## src/rtl/psum_writeback_ctrl.sv

```systemverilog
// Partial-sum writeback sequencer: drains OFIFO vectors into the psum SRAM,
// either overwriting or doing a read / accumulate / write per vector.
module psum_writeback_ctrl (
    input  logic        clk,
    input  logic        reset,
    input  logic        start,
    input  logic [4:0]  num_vec,
    input  logic [10:0] base_addr,
    input  logic        acc_mode,
    input  logic        ofifo_valid,
    output logic        ofifo_rd,
    output logic [10:0] pmem_addr,
    output logic        pmem_rd,
    output logic        pmem_wr,
    output logic        sfp_acc_en,
    output logic        busy,
    output logic        done
);

    typedef enum logic [2:0] {
        S_IDLE = 3'd0,
        S_WAIT = 3'd1,
        S_RD   = 3'd2,
        S_ACC  = 3'd3,
        S_WR   = 3'd4,
        S_DONE = 3'd5
    } state_t;

    state_t      state_q, state_d;
    logic [4:0]  num_vec_q, num_vec_d;
    logic [10:0] base_q, base_d;
    logic        acc_q, acc_d;
    logic [4:0]  idx_q, idx_d;
    logic [10:0] vec_addr;

    // 11-bit sum wraps naturally at 2048.
    assign vec_addr = base_q + {6'd0, idx_q};

    always_ff @(posedge clk or posedge reset) begin
        if (reset) begin
            state_q   <= S_IDLE;
            num_vec_q <= 5'd0;
            base_q    <= 11'd0;
            acc_q     <= 1'b0;
            idx_q     <= 5'd0;
        end else begin
            state_q   <= state_d;
            num_vec_q <= num_vec_d;
            base_q    <= base_d;
            acc_q     <= acc_d;
            idx_q     <= idx_d;
        end
    end

    always_comb begin
        state_d    = state_q;
        num_vec_d  = num_vec_q;
        base_d     = base_q;
        acc_d      = acc_q;
        idx_d      = idx_q;
        ofifo_rd   = 1'b0;
        pmem_addr  = 11'd0;
        pmem_rd    = 1'b0;
        pmem_wr    = 1'b0;
        sfp_acc_en = 1'b0;
        busy       = 1'b1;
        done       = 1'b0;

        case (state_q)
            S_IDLE: begin
                busy = 1'b0;
                // Job parameters are only captured here, so starts elsewhere are ignored.
                if (start) begin
                    num_vec_d = num_vec;
                    base_d    = base_addr;
                    acc_d     = acc_mode;
                    idx_d     = 5'd0;
                    state_d   = (num_vec == 5'd0) ? S_DONE : S_WAIT;
                end
            end
            S_WAIT: begin
                if (ofifo_valid) begin
                    state_d = acc_q ? S_RD : S_WR;
                end
            end
            S_RD: begin
                pmem_rd   = 1'b1;
                pmem_addr = vec_addr;
                state_d   = S_ACC;
            end
            S_ACC: begin
                sfp_acc_en = 1'b1;
                pmem_addr  = vec_addr;
                state_d    = S_WR;
            end
            S_WR: begin
                pmem_wr   = 1'b1;
                ofifo_rd  = 1'b1;
                pmem_addr = vec_addr;
                idx_d     = idx_q + 5'd1;
                state_d   = (idx_q == num_vec_q - 5'd1) ? S_DONE : S_WAIT;
            end
            S_DONE: begin
                done    = 1'b1;
                state_d = S_IDLE;
            end
            default: begin
                busy    = 1'b0;
                state_d = S_IDLE;
            end
        endcase
    end

endmodule

```

## config.mk

```make
export PLATFORM = sky130hd
export DESIGN_NAME = psum_writeback_ctrl
export DESIGN_NICKNAME = d
export VERILOG_FILES = /design/src/rtl/psum_writeback_ctrl.sv
export SDC_FILE = /design/constraint.sdc
export NUM_CORES = 1
export LEC_CHECK = 0
export CORE_UTILIZATION = 49
export CTS_CLUSTER_DIAMETER = 100
export DETAILED_ROUTE_END_ITERATION = 10
export PLACE_DENSITY_LB_ADDON = 0.1
export SLEW_MARGIN = 20
export SYNTH_ARGS = -nofsm -noshare
export SYNTH_HDL_FRONTEND = slang
export SYNTH_SLANG_ARGS = --single-unit
```

## constraint.sdc

```tcl
create_clock -name clk -period 2.5 [get_ports clk]
set_clock_uncertainty 0.15 [all_clocks]
set_input_delay 0.375 -clock clk [delete_from_list [all_inputs] [get_ports clk]]
set_output_delay 0.375 -clock clk [all_outputs]
set_load 0.005 [all_outputs]
```

==> flow_summary_export.csv <==
group,metric,value,unit
status,status,"complete, but fails checks",
status,failed_checks,"negative setup slack",
worst_setup_path,cp_slowest_stage_delay,390,ps
die,rows,20,
power_and_ir_drop,ir_worst_vdd,0.5386,mV
global_routing,grt_max_degree,26,
die,fp.coreArea,3078,µm²
layout,synthToLayoutAreaGrowth,38.31,%
synthesis,synth_area_leaders,"dfrtp_1 39%, mux2_2 9.9%, ha_1 5.5%",
placed_design,placed_cells,247,
worst_setup_path,crit_type,"flip-flop to primary output",
synthesis,yosysMostFrequentCell,"dfrtp_1",
synthesis,synth-seq-area-share,39.09,%
layout,diodes,0,
global_routing,antenna_found_initial,0,
drt,drt-pass1-iter-count,8,
clock_network,root_buffer,"clkbuf_4",
drt,wl_per_cell,14.66,µm
clock_network,cts_tree,"done",
timing,finalCriticalPeriod,2811,ps
worst_setup_path,crit_buf_inv,2,
worst_setup_path,start_kind,"flip-flop",
global_routing,grt_pass1_vias,1386,
clock_network,numClockSinks,25,
clock_network,h-tree-depth,1,
synthesis,syn_nets,185,
drt,initialDrtViolationCount,69,
clock_network,clk_pin_slew,160,ps
synthesis,async_flop_share,100.0,%
synthesis,synth_ff_type,"dfrtp_1",
worst_setup_path,critPathTopFamily,"adder cells",
power_and_ir_drop,power.leakage,0.9594,nW
clock_network,cts_made_buffers,3,
clock_network,worstSkewPairLatency,350,ps
placed_design,place_congestion,0.8035,
placed_design,dp_hpwl,2635,µm
timing,worstMarginPinSlew,442.9,ps
worst_setup_path,required,1980,ps
synthesis,synth-seq-cells,25,
die,io_pins,38,
global_routing,overflow,0,
timing,hold_viol_final,0,
min_path,hold_path.class,"input port to asynchronous set/reset pin",
layout,drive_gt1_share,34.74,%
drt,vias,1373,
synthesis,synth.cell_area,1600,µm²
clock_network,postCtsHoldBufs,0,
drt,viasPerCell,5.342,
global_routing,grt_first_pass_wirelength,6168,µm
placed_design,port_buffers,37,
drt,drt_wl_total,3767,µm
worst_setup_path,cp_slowest_cell,"dfrtp_1",
synthesis,synth_warnings,0,
synthesis,ys_top_cells_by_count,"25 x dfrtp_1, 17 x nor2_1, 14 x mux2_2",
power_and_ir_drop,power_density,1099,nW/µm²
timing,slew_viol_final,0,
synthesis,synth.avg_cell_area,10.26,µm²
timing,setup_ws,-311.4,ps
global_routing,globalRouteTotalUtil,23.32,%
worst_setup_path,crit_arrival,2290,ps
run,drv_cap,0,
timing,setup_violations,7,
timing,whs,200.2,ps
layout,fin_nets,243,
worst_setup_path,crit_chain,"ha_2 > inv_2 > fa_2 > and2b_1 > o31a_1 > o2111ai_2 > xor2_1 > nor2_1 > buf_2",
timing,finalCritPeriodShare,112.5,%
drt,ant_nets,0,
clock_network,cts.path.max_buffers,2,
synthesis,synth_top_area_share,39.09,%
synthesis,synth_edf_count,0,
synthesis,syn_inst,156,
synthesis,synth_top_cell_by_area,"dfrtp_1",
die,die_w,59.15,µm
die,start_util,51.99,%
worst_setup_path,end_kind,"primary output",
worst_setup_path,crit_path_max_fanout,4,
layout,instances_no_fill,257,
timing,max_freq,0.3557,GHz
drt,drc_errors,0,
synthesis,synthDistinctLibCells,40,
timing,rsz0062_at_grt,"true",
timing,relSlewSlack,70.41,%
die,die_area,3498,µm²
die,dieHeight,59.15,µm
sequential cells by signal, indices dropped and copies added, names as in the netlist:
signal,count
state_q,3
base_q,11
idx_q,5
num_vec_q,5
acc_q,1
cell type report:
type / instances / area (µm²)
flip-flops and latches: 25 / 625.6
fillers: 252 / 864.6
well taps: 44 / 55.05
multi-input cells: 116 / 967.2
clock buffers: 3 / 22.52
repair buffers: 60 / 498.0
clock inverters: 1 / 7.507
inverters: 8 / 37.54
where the power goes:
| part | switching (W) | internal (W) | total (W) | leakage (nW) |
|---|---|---|---|---|
| Clock | 0.000147 | 0.0000617 | 0.000209 | 0.0139 |
| Combinational | 0.000701 | 0.000783 | 0.00148 | 0.637 |
| Sequential | 0.000158 | 0.000582 | 0.000740 | 0.309 |
| Total | 0.00101 | 0.00143 | 0.00243 | 0.959 |
per-layer routing:
| metal | global-route usage (%) | up-vias | routed length [µm] |
|---|---|---|---|
| li1 | - | 665 | - |
| met1 | 29.99 | 663 | 1627 |
| met2 | 38.96 | 38 | 1944 |
| met3 | 2.838 | 7 | 111 |
| met4 | 11.22 | 0 | 84 |
| met5 | 0 | - | 0 |
worst paths after layout:
path	from	end	slack [ps]	depth (start not counted)
max in group asynchronous	reset	acc_q	1760	3
setup reg to reg	state_q[0]	idx_q[3]	730	6
setup / recovery	base_q[0]	pmem_addr[10]	-310	9
hold / removal	reset	base_q[8]	200	3
min in group clk	base_q[4]	base_q[4]	390	1
hold reg to reg	base_q[4]	base_q[4]	390	1
worst min-delay path, cell delays in order:
cell,delay [ps]
clkdlybuf4s50_1,390
inv_1,50
buf_4,310
cells in the final DEF, fill, tap and decap left out, drive strengths merged, types with 2 or more instances in the layout:
master / count
a211oi: 3
a21oi: 5
a31oi: 2
and3: 2
buf: 30
clkbuf: 5
clkdlybuf4s50: 25
dfrtp: 25
dlygate4sd2: 2
ha: 7
inv: 8
mux2: 14
nand2: 7
nand2b: 3
nand4: 2
nor2: 17
nor2b: 2
nor3: 5
o2111ai: 3
o21a: 2
o21ai: 15
o22ai: 2
xnor2: 4
xor2: 10
metrics by stage:
step / util [%] / TNS [ps] / area (µm²) / total power, W / setup slack [ps]
2_1_floorplan: - / 0 / 1600 / 0.001631 / 110.1
3_3_place_gp: 67.97 / -958.6 / 2092 / 0.002076 / -253.2
3_5_place_dp: 67.97 / -1351 / 2092 / 0.002130 / -318.2
4_1_cts: 70.20 / -2237 / 2161 / 0.002358 / -393.2
5_1_grt: 71.91 / -2348 / 2213 / 0.002629 / -451.2
6_report: 71.91 / -1490 / 2213 / 0.002433 / -311.4
cell families after synthesis:
group,share of synthesized area [%]
multiplexers,9.851
flip-flops,39.09
XOR/XNOR,7.662
AND/OR/NAND/NOR,16.11
adder cells (fa/ha/maj),6.724
buffers and inverters,6.176
AO/OA/AOI/OAI,14.39
repair_timing:
action | 4_1_cts | 5_1_grt
hold endpoints to repair | 0 | 0
pin swaps | 11 | 15
gates resized for setup | 42 | 16
buffers inserted | 6 | 3
setup endpoints to repair | 11 | 11
Note: power is estimated with default switching activity, not from simulation.
